--- src/rtl/mfm_pkg.sv ---
// Constants, state encoding and byte-wise CRC-CCITT shared by the MFM sync deserializer.
// Combinational helpers only; no latency, no backpressure.
package mfm_pkg;
    localparam logic [15:0] SYNC_WORD = 16'h4489;
    localparam logic [15:0] IDX_WORD  = 16'h5224;
    localparam logic [7:0]  A1_BYTE   = 8'hA1;
    localparam logic [15:0] CRC_INIT  = 16'hFFFF;
    localparam logic [15:0] CRC_POLY  = 16'h1021;

    typedef enum logic [1:0] {
        HUNT = 2'd0,
        SYNC = 2'd1,
        DATA = 2'd2
    } state_t;

    function automatic logic [15:0] crc16_byte(input logic [15:0] crc, input logic [7:0] data);
        logic [15:0] c;
        c = crc ^ {data, 8'h00};
        for (int i = 0; i < 8; i++) begin
            c = c[15] ? ({c[14:0], 1'b0} ^ CRC_POLY) : {c[14:0], 1'b0};
        end
        return c;
    endfunction
endpackage

--- src/rtl/mfm_cell_sampler.sv ---
// Registers window clock and raw-read, flags a raw '1' per bit cell and strobes at each cell edge.
// bit_stb one cycle after the sampled rclk edge; no backpressure.
module mfm_cell_sampler (
    input  logic fclk,
    input  logic rst,
    input  logic vg_rclk,
    input  logic vg_rawr,
    output logic bit_stb,
    output logic bit_val
);
    logic rclk_r_q, rclk_h_q, rawr_r_q, rawr_h_q, flag_q, prime_q;
    logic boundary, fall;

    assign boundary = rclk_r_q ^ rclk_h_q;
    assign fall     = rawr_h_q & ~rawr_r_q;

    always_ff @(posedge fclk or posedge rst) begin
        if (rst) begin
            rclk_r_q <= 1'b0;
            rclk_h_q <= 1'b0;
            rawr_r_q <= 1'b1;
            rawr_h_q <= 1'b1;
            flag_q   <= 1'b0;
            prime_q  <= 1'b0;
        end else begin
            rclk_r_q <= vg_rclk;
            rclk_h_q <= rclk_r_q;
            rawr_r_q <= vg_rawr;
            rawr_h_q <= rawr_r_q;
            if (boundary) prime_q <= 1'b1;
            // A pulse landing on the edge belongs to the cell that is just opening.
            if (fall)          flag_q <= 1'b1;
            else if (boundary) flag_q <= 1'b0;
        end
    end

    assign bit_stb = boundary & prime_q;
    assign bit_val = flag_q;
endmodule

--- src/rtl/mfm_sync_deser.sv ---
// MFM bit stream -> A1 sync hunt, byte framing and running CRC-16; dstb two cycles after a cell edge.
// No backpressure: every framed byte is strobed once and must be taken.
module mfm_sync_deser
    import mfm_pkg::*;
#(
    parameter int MIN_SYNC = 3
) (
    input  logic       fclk,
    input  logic       rst,
    input  logic       vg_rclk,
    input  logic       vg_rawr,
    input  logic       resync,
    output logic [7:0] dout,
    output logic       dstb,
    output logic       dmark,
    output logic       crc_ok,
    output logic       in_frame
);
    localparam logic [1:0]  MIN_SYNC_C  = 2'(MIN_SYNC);
    localparam logic [15:0] CRC_A1_INIT = crc16_byte(CRC_INIT, A1_BYTE);

    logic        bit_stb, bit_val;
    logic [15:0] raw_q, crc_q, crc_a1_d, crc_dat_d;
    logic        upd_q, dstb_q, dmark_q, crc_ok_q, in_frame_q;
    logic [3:0]  bit_cnt_q, bit_cnt_d;
    logic [1:0]  sync_cnt_q, sync_inc_d;
    logic [7:0]  dout_q, data_byte;
    logic        is_sync, wrap;
    state_t      state_q;

    mfm_cell_sampler u_sampler (
        .fclk    (fclk),
        .rst     (rst),
        .vg_rclk (vg_rclk),
        .vg_rawr (vg_rawr),
        .bit_stb (bit_stb),
        .bit_val (bit_val)
    );

    always_ff @(posedge fclk or posedge rst) begin
        if (rst) begin
            raw_q <= 16'h0000;
            upd_q <= 1'b0;
        end else begin
            upd_q <= bit_stb;
            if (bit_stb) raw_q <= {raw_q[14:0], bit_val};
        end
    end

    assign data_byte  = {raw_q[14], raw_q[12], raw_q[10], raw_q[8],
                         raw_q[6],  raw_q[4],  raw_q[2],  raw_q[0]};
    assign is_sync    = (raw_q == SYNC_WORD);
    assign wrap       = (bit_cnt_q == 4'd0);
    assign crc_a1_d   = crc16_byte(crc_q, A1_BYTE);
    assign crc_dat_d  = crc16_byte(crc_q, data_byte);
    assign bit_cnt_d  = bit_cnt_q + {3'b000, bit_stb};
    assign sync_inc_d = (sync_cnt_q == 2'd3) ? 2'd3 : sync_cnt_q + 2'd1;

    always_ff @(posedge fclk or posedge rst) begin
        if (rst) begin
            state_q    <= HUNT;
            sync_cnt_q <= 2'd0;
            bit_cnt_q  <= 4'd0;
            crc_q      <= CRC_INIT;
            dout_q     <= 8'h00;
            dstb_q     <= 1'b0;
            dmark_q    <= 1'b0;
            crc_ok_q   <= 1'b0;
            in_frame_q <= 1'b0;
        end else begin
            dstb_q    <= 1'b0;
            bit_cnt_q <= bit_cnt_d;
            if (resync) begin
                state_q    <= HUNT;
                in_frame_q <= 1'b0;
                crc_q      <= CRC_INIT;
                sync_cnt_q <= 2'd0;
                dmark_q    <= 1'b0;
            end else if (upd_q) begin
                unique case (state_q)
                    HUNT, DATA: begin
                        if (is_sync) begin
                            state_q    <= SYNC;
                            in_frame_q <= 1'b0;
                            sync_cnt_q <= 2'd1;
                            bit_cnt_q  <= {3'b000, bit_stb};
                            crc_q      <= CRC_A1_INIT;
                        end else if (state_q == DATA && wrap) begin
                            dout_q   <= data_byte;
                            dstb_q   <= 1'b1;
                            dmark_q  <= 1'b0;
                            crc_q    <= crc_dat_d;
                            crc_ok_q <= (crc_dat_d == 16'h0000);
                        end
                    end
                    SYNC: begin
                        if (is_sync) begin
                            sync_cnt_q <= sync_inc_d;
                            bit_cnt_q  <= {3'b000, bit_stb};
                            crc_q      <= crc_a1_d;
                        end else if (wrap) begin
                            // The word after the last A1 is the mark byte itself.
                            if (sync_cnt_q >= MIN_SYNC_C) begin
                                state_q    <= DATA;
                                in_frame_q <= 1'b1;
                                dout_q     <= data_byte;
                                dstb_q     <= 1'b1;
                                dmark_q    <= 1'b1;
                                crc_q      <= crc_dat_d;
                                crc_ok_q   <= (crc_dat_d == 16'h0000);
                            end else begin
                                state_q    <= HUNT;
                                sync_cnt_q <= 2'd0;
                                crc_q      <= CRC_INIT;
                            end
                        end
                    end
                    default: state_q <= HUNT;
                endcase
            end
        end
    end

    assign dout     = dout_q;
    assign dstb     = dstb_q;
    assign dmark    = dmark_q;
    assign crc_ok   = crc_ok_q;
    assign in_frame = in_frame_q;
endmodule

--- config.mk ---
export PLATFORM = sky130hd
export DESIGN_NAME = mfm_sync_deser
export DESIGN_NICKNAME = d
export VERILOG_FILES = /design/src/rtl/mfm_pkg.sv /design/src/rtl/mfm_cell_sampler.sv /design/src/rtl/mfm_sync_deser.sv
export SDC_FILE = /design/constraint.sdc
export NUM_CORES = 1
export LEC_CHECK = 0
export BUFFER_PORTS_ARGS = -buffer_cell sky130_fd_sc_hd__buf_2
export CORE_AREA = 2 2 86 130
export CTS_CLUSTER_SIZE = 28
export DETAILED_ROUTE_END_ITERATION = 12
export DIE_AREA = 0 0 88 132
export PLACE_DENSITY = 0.48
export SYNTH_ARGS = -nofsm -noshare
export SYNTH_HDL_FRONTEND = slang
export SYNTH_HIERARCHICAL = 1
export SYNTH_SLANG_ARGS = --single-unit
export TNS_END_PERCENT = 10
--- constraint.sdc ---
create_clock -name fclk -period 2.45 [get_ports fclk]
set_input_delay 0.49 -clock fclk [delete_from_list [all_inputs] [get_ports fclk]]
set_output_delay 0.49 -clock fclk [all_outputs]
set_load 0.01 [all_outputs]
# ---- Word level (Yosys, flattened, before mapping)
# Cells that the tools add are included.
dict set report op_classes {
  n_addsub 2
  order_cmp 1
  n_eq_ne 18
  mux 76
  n_bitwise 23
  n_reduce_logical 16
}
# op count
set op_table {}
lappend op_table {{2-to-1 mux 13 bit} 16}
lappend op_table {{2-to-1 mux 16 bit} 7}
lappend op_table {{inverter 3 bit} 17}
lappend op_table {{2-to-1 mux 8 bit} 5}
lappend op_table {{case mux 16 bit (2 select lines)} 1}
lappend op_table {{2-to-1 mux 1 bit} 24}
lappend op_table {{2-to-1 mux 2 bit} 12}
lappend op_table {{!= test 3 bit (second input constant)} 6}
lappend op_table {{equality test 16 x 15 -> 1 bit (second input constant)} 1}
lappend op_table {{zero test 16 bit} 1}
lappend op_table {{2-to-1 mux 4 bit} 4}
lappend op_table {{case mux 8 bit (2 select lines)} 1}
lappend op_table {{XOR 16 bit} 1}
lappend op_table {{!= test 4 bit (second input constant)} 3}
lappend op_table {{!= test 2 bit (second input constant)} 5}
lappend op_table {{case mux 1 bit (2 select lines)} 4}
lappend op_table {{case mux 2 bit (2 select lines)} 2}
lappend op_table {{AND reduction 4 bit} 2}
lappend op_table {{AND reduction 8 bit} 1}
lappend op_table {{AND reduction 7 bit} 1}
lappend op_table {{AND reduction 6 bit} 1}
lappend op_table {{nonzero test 2 bit} 3}
lappend op_table {{AND reduction 5 bit} 1}
lappend op_table {{adder 4 x 1 -> 4 bit} 1}
lappend op_table {{13 further kinds} 16}
dict set report word_totals {
  reg_bits 59
  input_bits 5
  output_inout_bits 12
  elab_cells 153
}

# ---- Logic depth before layout (Yosys ltp)
# Gate-level depths: netlist (run 1).
dict set report depth {
  word_depth 23
  mapped_depth 7
  ltp_nobuf 6
}

# ---- Modules after synthesis
# Netlist (run 1), hierarchy kept.
# mod instances cells_per_inst area_each_um2 seq_area_each_um2
set modules_own_cells {}
lappend modules_own_cells {mfm_sync_deser 1 281 3011.6 1346.3}
lappend modules_own_cells {mfm_cell_sampler 1 13 191.4 152.6}

# ---- Worst setup path before layout (run 1)
# Ideal clock, no wire load.
dict set report synth_timing {
  path_kind {flip-flop to flip-flop}
  from {register raw_q[12]}
  to {register crc_q[15]}
  setup_time_ns 0.085
  arrival_time_ns 1.812
  required_time_ns 2.365
  setup_slack_ns 0.554
  stages_incl_launch_ff 8
  path_buffers 2
  synth_period_minus_slack_ns 1.896
  path_cell_list {dfrtp_1 > buf_4 > nor4b_4 > nand4_2 > a21o_1 > nand2_2 > buf_6 > mux2_1}
}
dict set report synth_between {
  elab_chain_len 5
  word_cells_on_any_way 9
  classes_between {eq/ne: 3; mux: 5; reduce/logical: 1}
}
# item line
set synth_lines {}
lappend synth_lines {{from (decl)} mfm_sync_deser.sv:23} ;# logic [15:0] raw_q, crc_q, crc_a1_d, crc_dat_d;
lappend synth_lines {{from (signal assigned)} mfm_sync_deser.sv:46} ;# if (bit_stb) raw_q <= {raw_q[14:0], bit_val};
lappend synth_lines {{equality test 16 x 15 -> 1 bit (*)} mfm_sync_deser.sv:52} ;# assign is_sync = (raw_q == SYNC_WORD);
lappend synth_lines {{2-to-1 mux 16 bit, on equally long branches} {mfm_sync_deser.sv:97, mfm_sync_deser.sv:82}}
lappend synth_lines {{case mux 16 bit (2 select lines)} mfm_sync_deser.sv:80} ;# unique case (state_q)
lappend synth_lines {{2-to-1 mux 16 bit} mfm_sync_deser.sv:79} ;# end else if (upd_q) begin
lappend synth_lines {{2-to-1 mux 16 bit} mfm_sync_deser.sv:73} ;# if (resync) begin
lappend synth_lines {{to (signal assigned)} mfm_sync_deser.sv:92} ;# crc_q <= crc_dat_d;
lappend synth_lines {{to (signal assigned)} mfm_sync_deser.sv:100} ;# crc_q <= crc_a1_d;
lappend synth_lines {{to (signal assigned)} mfm_sync_deser.sv:109} ;# crc_q <= crc_dat_d;
lappend synth_lines {{to (decl)} mfm_sync_deser.sv:23}
# Mark *: on every way between the ends. The rest lies on a longest branch, timed or not. The select of a mux whose other input is x is not followed.
# A chain may end at the register's enable or synchronous reset.

# ---- Final worst setup path (run 1)
dict set report layout_timing {
  from {register raw_q[2]}
  to {register crc_q[8]}
}
# The elaborated chain is that of the path after synthesis.

==> reports/metrics.yaml, run 1 <==
outcome:
  status: "completed"
synth:
  yosys_warnings: 6
  netlist.area_leader.share_pct: 32.03
  synth-seq-cells: 59
  synth_cell_types: 56
  yosysTopAreaCell: "dfrtp_1"
  synth.net_count: 301
  synth_most_common_cell: "dfrtp_1"
  postSynthCellCount: 294
  syn_area_um2: 3203
  yosysSeqAreaShare_pct: 46.80
  synth_edf_count: 0
  synthTopCellsByCount: "dfrtp_1 (41), xnor2_1 (28), mux2_2 (27), nand2_1 (21)"
  synth-main-ff-cell: "dfrtp_1"
  avgSynthCellArea_um2: 10.89
  synthArstFlopShare_pct: 100.0
  synth_area_leaders: "dfrtp_1 (32%), dfstp_2 (15%), mux2_2 (9.5%), xnor2_1 (7.7%), xor2_1 (3.3%)"
timing:
  period_minus_slack_ps: 2256
  hold_viol: 0
  rsz0062_at_grt: "false"
  skew_ps: 4.953
  slew_viol_final: 0
  timing.final.crit_share_pct: 92.08
  setup_viol: 0
  fmax_mhz: 443.3
  timing.setup.tns_ps: 0
  slew_headroom_pct: 58.12
  tightest_slew_ps: 623.7
pwr:
  clock_power_share_pct: 28.3
  p_per_area_nw_per_um2: 1280
  p_int_uw: 3133
  leakagePower_uw: 0.001580
  p_sw_share_pct: 35.71
  pwr-share-seq_pct: 34.1
  p_sw_uw: 1740
  ir_drop_mv: 0.6314
  combPwrFrac_pct: 37.7
global_route:
  grt_usage_pct: 14.86
  first_global_vias: 2340
  grt_pass1_wl_um: 12890
  grt-ovfl-total: 0
  antenna_found_initial: 0
  grt_max_degree: 23
critical_path:
  crit_slowest_cell: "dfrtp_1"
  critPathArrivalTime_ps: 2510
  cp_cell_sequence: "nor4_2, nand4_2, a21oi_2, o221ai_1, mux2_2"
  cp.required_ps: 2710
  criticalPathCategory: "flip-flop to flip-flop"
  end_kind: "flip-flop"
  critPathMaxStageDelay_ps: 490
  critPathMaxFanout: 12
  startpoint_type: "flip-flop"
placed_design:
  dp.final_hpwl_um: 5991
  portBuffers: 16
  gp_congestion: 0.8462
  place_area_um2: 3480
die:
  die_x_um: 88
  fp.dieH_um: 132
  core_region_area_um2: 10420
  die_area_um2: 11620
  initial_core_util_pct: 30.75
  io_pins: 17
  num_rows: 46
finish:
  antenna_cells: 0
  fillerInstances: 1039
  layout-drive-gt1-share_pct: 33.95
  area_delta_synth_final_pct: 18.87
  fin_area_um2: 3807
  nets: 326
hold_path:
  holdCritPathClass: "input pin to asynchronous set/reset pin"
clocking:
  cts_sinks: 59
  htreeDepth: 3
  cts_resized: 0
  root_buffer: "clkbuf_16"
  tritoncts: "done"
  postCtsSetupBuffers: 0
  cts_buffer_depth: 2
  insertion_delay_ps: 330
  clk_pin_slew_ps: 50
  hold_buffers: 0
  numCtsBuffers: 9
route:
  vias_per_cell: 4.904
  drc: 0
  drt_iter0_markers: 166
  drtPass1Iterations: 5
  wl_per_cell_um: 16.97
  num_vias: 2295
  routed_wl_um: 7944
  postRouteAntennaNets: 0
flow_run:
  drv_cap: 0
==> stage by stage <==
step / std cells / hold WS (ps) / total power [uW] / worst slack [ps] / util [%]
final: 468 / 77.39 / 4873 / 193.9 / 36.55
after global routing: 468 / 107.9 / 5210 / 80.13 / 36.55
after CTS: 468 / 77.09 / 4922 / 210.6 / 36.55
after detailed placement: 452 / 356.4 / 3528 / 215.0 / 33.40
after global placement: 452 / 356.7 / 3525 / 221.5 / 33.40
after floorplan: 294 / 279.5 / 3081 / 553.7 / -
==> kinds of logic after synthesis <==
family                   share of synthesized area, %
multiplexers                                    9.844
flip-flops                                      46.80
AND/OR/NAND/NOR                                 14.26
buffers and inverters                           3.828
adder cells (fa/ha/maj)                        0.7811
XOR/XNOR                                        11.95
AO/OA/AOI/OAI                                   12.54
==> sequential cells by signal, indices dropped and copies added, names as in the netlist, 2 cells and up <==
register,flops
sync_cnt_q,2
bit_cnt_q,4
crc_q,16
raw_q,16
dout,8
state_q,2
==> worst max-delay path: cells and delay by family (launching register included) <==
family             cells  cell delay, ps
DFF                    1             490
muxes                  1             290
AOI/OAI and AO/OA      2             610
and+or+nand+nor        2             800
==> per-layer routing <==
layer  part of all wire [%]  wire length [um]  track usage [%]  vias up
met2                     55              4363            25.63       40
met1                     39              3093            16.77     1132
li1                       -                 -                -     1105
met4                    3.9               308            8.291        0
met5                      0                 0                0        -
met3                    2.3               179            2.693       18
==> area by class of cell <==
type	instances	area, um^2	area share [%]
Inverter	7	26.28	0.6901
Timing Repair Buffer	31	192.7	5.061
Clock inverter	6	88.84	2.333
Sequential cell	59	1499	39.37
Clock buffer	10	239.0	6.277
Tap cell	144	180.2	4.732
Multi-Input combinational cell	211	1582	41.54
==> placed cells by master (no fill, tap or decap), types with 2 or more instances in the layout <==
| master | n |
|---|---|
| a31oi_1 | 4 |
| a21o_1 | 2 |
| o22ai_1 | 7 |
| inv_1 | 5 |
| o31ai_1 | 2 |
| o21ai_0 | 8 |
| nor2_1 | 10 |
| a21oi_1 | 18 |
| buf_4 | 15 |
| o221ai_1 | 5 |
| and2_1 | 2 |
| clkinvlp_4 | 2 |
| xor2_1 | 12 |
| nand2_1 | 21 |
| mux2_2 | 27 |
| nand2b_1 | 2 |
| nor3_1 | 13 |
| a211oi_1 | 3 |
| nand3_1 | 10 |
| nor4_2 | 3 |
| dfstp_2 | 18 |
| xnor2_1 | 28 |
| bufinv_16 | 2 |
| nor2b_1 | 2 |
| nand4_2 | 2 |
| ha_1 | 2 |
| a41oi_1 | 2 |
| buf_2 | 16 |
| clkbuf_16 | 9 |
| dfrtp_1 | 41 |
| o21a_1 | 2 |
==> worst paths after layout <==
check / slack (ps) / startpoint / to / cells past startpoint
setup / recovery: 190 / raw_q[2] / crc_q[8] / 5
hold / removal: 80 / rst / u_sampler/rclk_r_q / 2
setup reg to reg: 190 / raw_q[2] / crc_q[8] / 5
hold reg to reg: 360 / u_sampler/rawr_r_q / u_sampler/rawr_h_q / 0
max in group asynchronous: 1550 / rst / crc_q[5] / 3
min in group fclk: 260 / vg_rawr / u_sampler/rawr_r_q / 1
==> power groups by stage <==
stage / clock [uW] / sequential (uW) / combinational (uW)
finish: 1380 / 1660 / 1840
floorplan: 0 / 1510 / 1570
detailed placement: 0 / 1680 / 1840
CTS: 1400 / 1670 / 1850
global placement: 0 / 1670 / 1850
global route: 1450 / 1700 / 2060
Note: power is estimated with default switching activity, not from simulation.
==> inputs of run 2 (changes only) <==
CORE_AREA = 2 2 87 130   (was 2 2 86 130)
DIE_AREA = 0 0 89 132   (was 0 0 88 132)
PLACE_DENSITY = 0.47   (was 0.48)
SLEW_MARGIN = 15   (was default)
SYNTH_HIERARCHICAL = default   (was 1)
==> reports/metrics.yaml, run 2 <==
clocking:
  tritoncts: "done"
  hold_buffers: 0
  htreeDepth: 3
  cts_sinks: 59
  numCtsBuffers: 9
  cts_buffer_depth: 2
  postCtsSetupBuffers: 0
  root_buffer: "clkbuf_16"
  insertion_delay_ps: 330
  clk_pin_slew_ps: 60
  cts_resized: 0
pwr:
  ir_drop_mv: 0.6518
  p_int_uw: 2465
  pwr-share-seq_pct: 38.4
  leakagePower_uw: 0.001581
  p_per_area_nw_per_um2: 963.8
  p_sw_share_pct: 32.60
  combPwrFrac_pct: 24.5
  p_sw_uw: 1192
  clock_power_share_pct: 37.2
timing:
  timing.setup.tns_ps: 0
  tightest_slew_ps: 694.7
  fmax_mhz: 475.0
  period_minus_slack_ps: 2105
  hold_slack_ps: 209.0
  hold_viol: 0
  slew_headroom_pct: 53.36
  timing.final.crit_share_pct: 85.93
  rsz0062_at_grt: "false"
  skew_ps: 7.313
  setup_viol: 0
  slew_viol_final: 0
synth:
  postSynthCellCount: 331
  yosys.area_share.xor_xnor_pct: 10.81
  synth_simple_gate_area_share_pct: 18.42
  avgSynthCellArea_um2: 9.685
  synth_area_leaders: "dfrtp_1 (32%), dfstp_2 (15%), nand2_1 (7.4%), xor2_1 (4.9%), xnor2_1 (4.4%)"
  synthArstFlopShare_pct: 100.0
  yosys_warnings: 0
  synth_most_common_cell: "nand2_1"
  netlist.area_leader.share_pct: 32.01
  synth.net_count: 338
  synthTopCellsByCount: "nand2_1 (63), dfrtp_1 (41), o21ai_0 (20), dfstp_2 (18), xor2_1 (18)"
  synth_top_family_by_area: "simple AND/OR/NAND/NOR gates"
  yosysTopAreaCell: "dfrtp_1"
  synth_edf_count: 0
  synth-main-ff-cell: "dfrtp_1"
  syn_area_um2: 3206
  synth_cell_types: 58
  synthMuxAreaShare_pct: 3.162
  synth-adder-area-share_pct: 0.7806
  synth-seq-cells: 59
  synth_compound_area_share_pct: 15.73
  yosysSeqAreaShare_pct: 46.76
global_route:
  antenna_found_initial: 0
  grt_usage_pct: 15.13
  first_global_vias: 2501
  grt_pass1_wl_um: 13340
  grt-ovfl-total: 0
  grt_max_degree: 28
finish:
  nets: 358
  layout-drive-gt1-share_pct: 25.56
  layout_common_cells: "nand2_1 (63), dfrtp_1 (41), o21ai_0 (20)"
  antenna_cells: 0
  final_common_cell: "nand2_1"
  area_delta_synth_final_pct: 18.38
  fillerInstances: 1094
critical_path:
  path_depth: 5
  cp_cell_sequence: "xor2_2, xnor2_1, or4_1, nor3_2, mux2_2"
  crit_family: "simple AND/OR/NAND/NOR gates"
  critPathMaxFanout: 6
  critPathArrivalTime_ps: 2380
  end_kind: "flip-flop"
  criticalPathCategory: "flip-flop to flip-flop"
  startpoint_type: "flip-flop"
  crit_slowest_cell: "dfstp_2"
  cp.required_ps: 2720
  critPathMaxStageDelay_ps: 620
  reg2reg_depth: 5
  path_buf_inv: 0
die:
  num_rows: 46
  die_area_um2: 11750
  io_pins: 17
  die_x_um: 89
  fp.dieH_um: 132
  initial_core_util_pct: 30.27
  core_region_area_um2: 10590
route:
  drc: 0
  postRouteAntennaNets: 0
  vias_per_cell: 4.956
  wl_per_cell_um: 16.35
  num_vias: 2478
  drt_iter0_markers: 235
  drtPass1Iterations: 7
  routed_wl_um: 8174
outcome:
  status: "completed"
hold_path:
  holdCritPathClass: "input pin to asynchronous set/reset pin"
placed_design:
  portBuffers: 16
  gp_congestion: 0.8506
  dp.final_hpwl_um: 6064
flow_run:
  drv_cap: 0
## run 2: metrics by stage
stage	setup WS [ps]	area [um^2]	utilization, %	total power, uW	std cells
6_report	344.7	3795	35.83	3658	500
5_1_grt	198.7	3795	35.83	3867	500
4_1_cts	334.1	3795	35.83	3694	500
3_5_place_dp	353.5	3470	32.76	2317	484
3_3_place_gp	332.8	3470	32.76	2307	484
2_1_floorplan	349.0	3206	-	2061	331
## run 2: power groups by stage
| stage | Sequential, uW | Combinational, uW | Clock, uW |
|---|---|---|---|
| floorplan | 1320 | 741 | 0 |
| global placement | 1420 | 890 | 0 |
| detailed placement | 1420 | 896 | 0 |
| CTS | 1410 | 900 | 1390 |
| global route | 1430 | 1000 | 1440 |
| finish | 1400 | 895 | 1360 |
## run 2: path summary, 6_finish.rpt
check	start	endpoint	slack [ps]
min in group fclk	vg_rawr	u_sampler.rawr_r_q	260
setup reg to reg	crc_q[12]	crc_ok	340
setup / recovery	crc_q[12]	crc_ok	340
hold reg to reg	u_sampler.rawr_r_q	u_sampler.rawr_h_q	370
hold / removal	rst	u_sampler.prime_q	210
max in group asynchronous	rst	crc_q[11]	1500
## run 2: routing by layer
layer	GRT usage (%)	wire length, um
met5	0	0
met1	17.41	3192
met4	7.463	291
met3	3.068	313
met2	25.95	4376
## run 2: final cells by class
cell class / instances / area (um^2) / area share [%]
Clock inverter: 7 / 100.1 / 2.638
Clock buffer: 9 / 225.2 / 5.935
Tap cell: 144 / 180.2 / 4.748
Multi-Input combinational cell: 242 / 1568 / 41.31
Timing Repair Buffer: 31 / 192.7 / 5.077
Inverter: 8 / 30.03 / 0.7913
Sequential cell: 59 / 1499 / 39.50
## run 2: logic make-up (layout without fill, tap and decap cells)
| group | Yosys count | after routing |
|---|---|---|
| XOR/XNOR | 37 | 37 |
| adder cells (fa/ha/maj) | 2 | 2 |
| flip-flops | 59 | 59 |
| AND/OR/NAND/NOR | 120 | 120 |
| AO/OA/AOI/OAI | 74 | 74 |
| buffers and inverters | 30 | 55 |
| multiplexers | 9 | 9 |
==> inputs of run 3 (changes only) <==
CORE_AREA = 2 2 94 119   (was 2 2 87 130)
DIE_AREA = 0 0 96 121   (was 0 0 89 132)
PLACE_DENSITY = 0.48   (was 0.47)
==> reports/metrics.yaml, run 3 (same netlist as run 2, synthesis figures left out) <==
finish:
  area_delta_synth_final_pct: 16.71
  layout_common_cells: "nand2_1 (63), dfrtp_1 (41), o21ai_0 (20)"
  nets: 357
  fillerInstances: 1025
  final_common_cell: "nand2_1"
  final_util_pct: 35.77
  layout-drive-gt1-share_pct: 25.07
  fin_area_um2: 3741
  antenna_cells: 0
critical_path:
  regToRegSetupSlack_ps: 330
  startpoint_type: "flip-flop"
  end_kind: "flip-flop"
  critPathArrivalTime_ps: 2390
  cp.required_ps: 2720
  criticalPathCategory: "flip-flop to flip-flop"
  path_buf_inv: 0
  critPathMaxFanout: 6
  crit_slowest_cell: "dfstp_2"
  crit_family: "simple AND/OR/NAND/NOR gates"
  critPathMaxStageDelay_ps: 630
  cp_cell_sequence: "xor2_2, xnor2_1, or4_1, nor3_2, mux2_2"
route:
  wl_per_cell_um: 16.14
  drtPass1Iterations: 4
  postRouteAntennaNets: 0
  vias_per_cell: 5.023
  routed_wl_um: 7862
  drc: 0
  num_vias: 2446
  drt_iter0_markers: 205
global_route:
  grt_pass1_wl_um: 13050
  grt-ovfl-total: 0
  antenna_found_initial: 0
  grt_usage_pct: 15.04
  grt_max_degree: 39
  first_global_vias: 2478
die:
  initial_core_util_pct: 30.65
  io_pins: 17
  fp.dieH_um: 121
  core_region_area_um2: 10460
  die_area_um2: 11620
  die_x_um: 96
  num_rows: 42
clocking:
  postCtsSetupBuffers: 0
  hold_buffers: 0
  htreeDepth: 3
  numCtsBuffers: 9
  root_buffer: "clkbuf_16"
  cts_sinks: 59
  cts_resized: 0
  tritoncts: "done"
  insertion_delay_ps: 330
  clk_pin_slew_ps: 50
  cts_buffer_depth: 2
placed_design:
  gp_congestion: 0.8841
  dp.final_hpwl_um: 5661
  place_area_um2: 3460
  portBuffers: 16
flow_run:
  drv_cap: 0
pwr:
  leakagePower_uw: 0.001567
  ir_drop_mv: 0.4799
  p_per_area_nw_per_um2: 924.2
timing:
  hold_viol: 0
  skew_ps: 5.147
  slew_headroom_pct: 58.38
  fmax_mhz: 471.1
  rsz0062_at_grt: "false"
  period_minus_slack_ps: 2123
  timing.setup.tns_ps: 0
  tightest_slew_ps: 619.8
  slew_viol_final: 0
  timing.final.crit_share_pct: 86.64
  setup_viol: 0
outcome:
  status: "completed"
hold_path:
  holdCritPathClass: "input pin to asynchronous set/reset pin"
[run 3: layer usage]
layer	share of wire [%]	up-vias	track usage, %	wire length (um)
met5	0	-	0	0
met4	2.5	0	7.589	195
met3	3.4	15	3.540	270
met2	52	59	24.44	4097
met1	42	1180	18.34	3298
li1	-	1192	-	-
[run 3: final timing paths]
kind	startpoint	end	depth (start not counted)
worst max-delay path	crc_q[12]	crc_ok	5
worst min-delay path	rst	bit_cnt_q[3]	2
worst max register to register	crc_q[12]	crc_ok	5
worst min register to register	u_sampler.rawr_r_q	u_sampler.rawr_h_q	0
max in group asynchronous	rst	crc_q[7]	3
min in group fclk	vg_rawr	u_sampler.rawr_r_q	1
[run 3: where the power goes]
group          leakage [uW]  switching [uW]  internal (uW)
sequential         0.000728             216           1180
combinational      0.000704             500            394
clock              0.000135             434            735
[run 3: area by class of cell]
type,instances,area (um^2),share of cell area (%)
Clock inverter,4,25.02,0.6689
Tap cell,132,165.2,4.415
Clock buffer,12,256.5,6.856
Sequential cell,59,1499,40.07
Multi-Input combinational cell,242,1568,41.91
Timing Repair Buffer,30,197.7,5.284
Inverter,8,30.03,0.8027
[run 3: per-stage QoR]
| step | hold slack [ps] | instances | power, uW | worst slack [ps] |
|---|---|---|---|---|
| after floorplan | 351.7 | 331 | 2061 | 349.0 |
| after global placement | 358.3 | 471 | 2295 | 346.0 |
| after detailed placement | 358.0 | 471 | 2307 | 343.4 |
| after CTS | 207.1 | 487 | 3502 | 327.2 |
| after global routing | 239.6 | 487 | 3672 | 190.4 |
| final | 190.6 | 487 | 3458 | 327.2 |
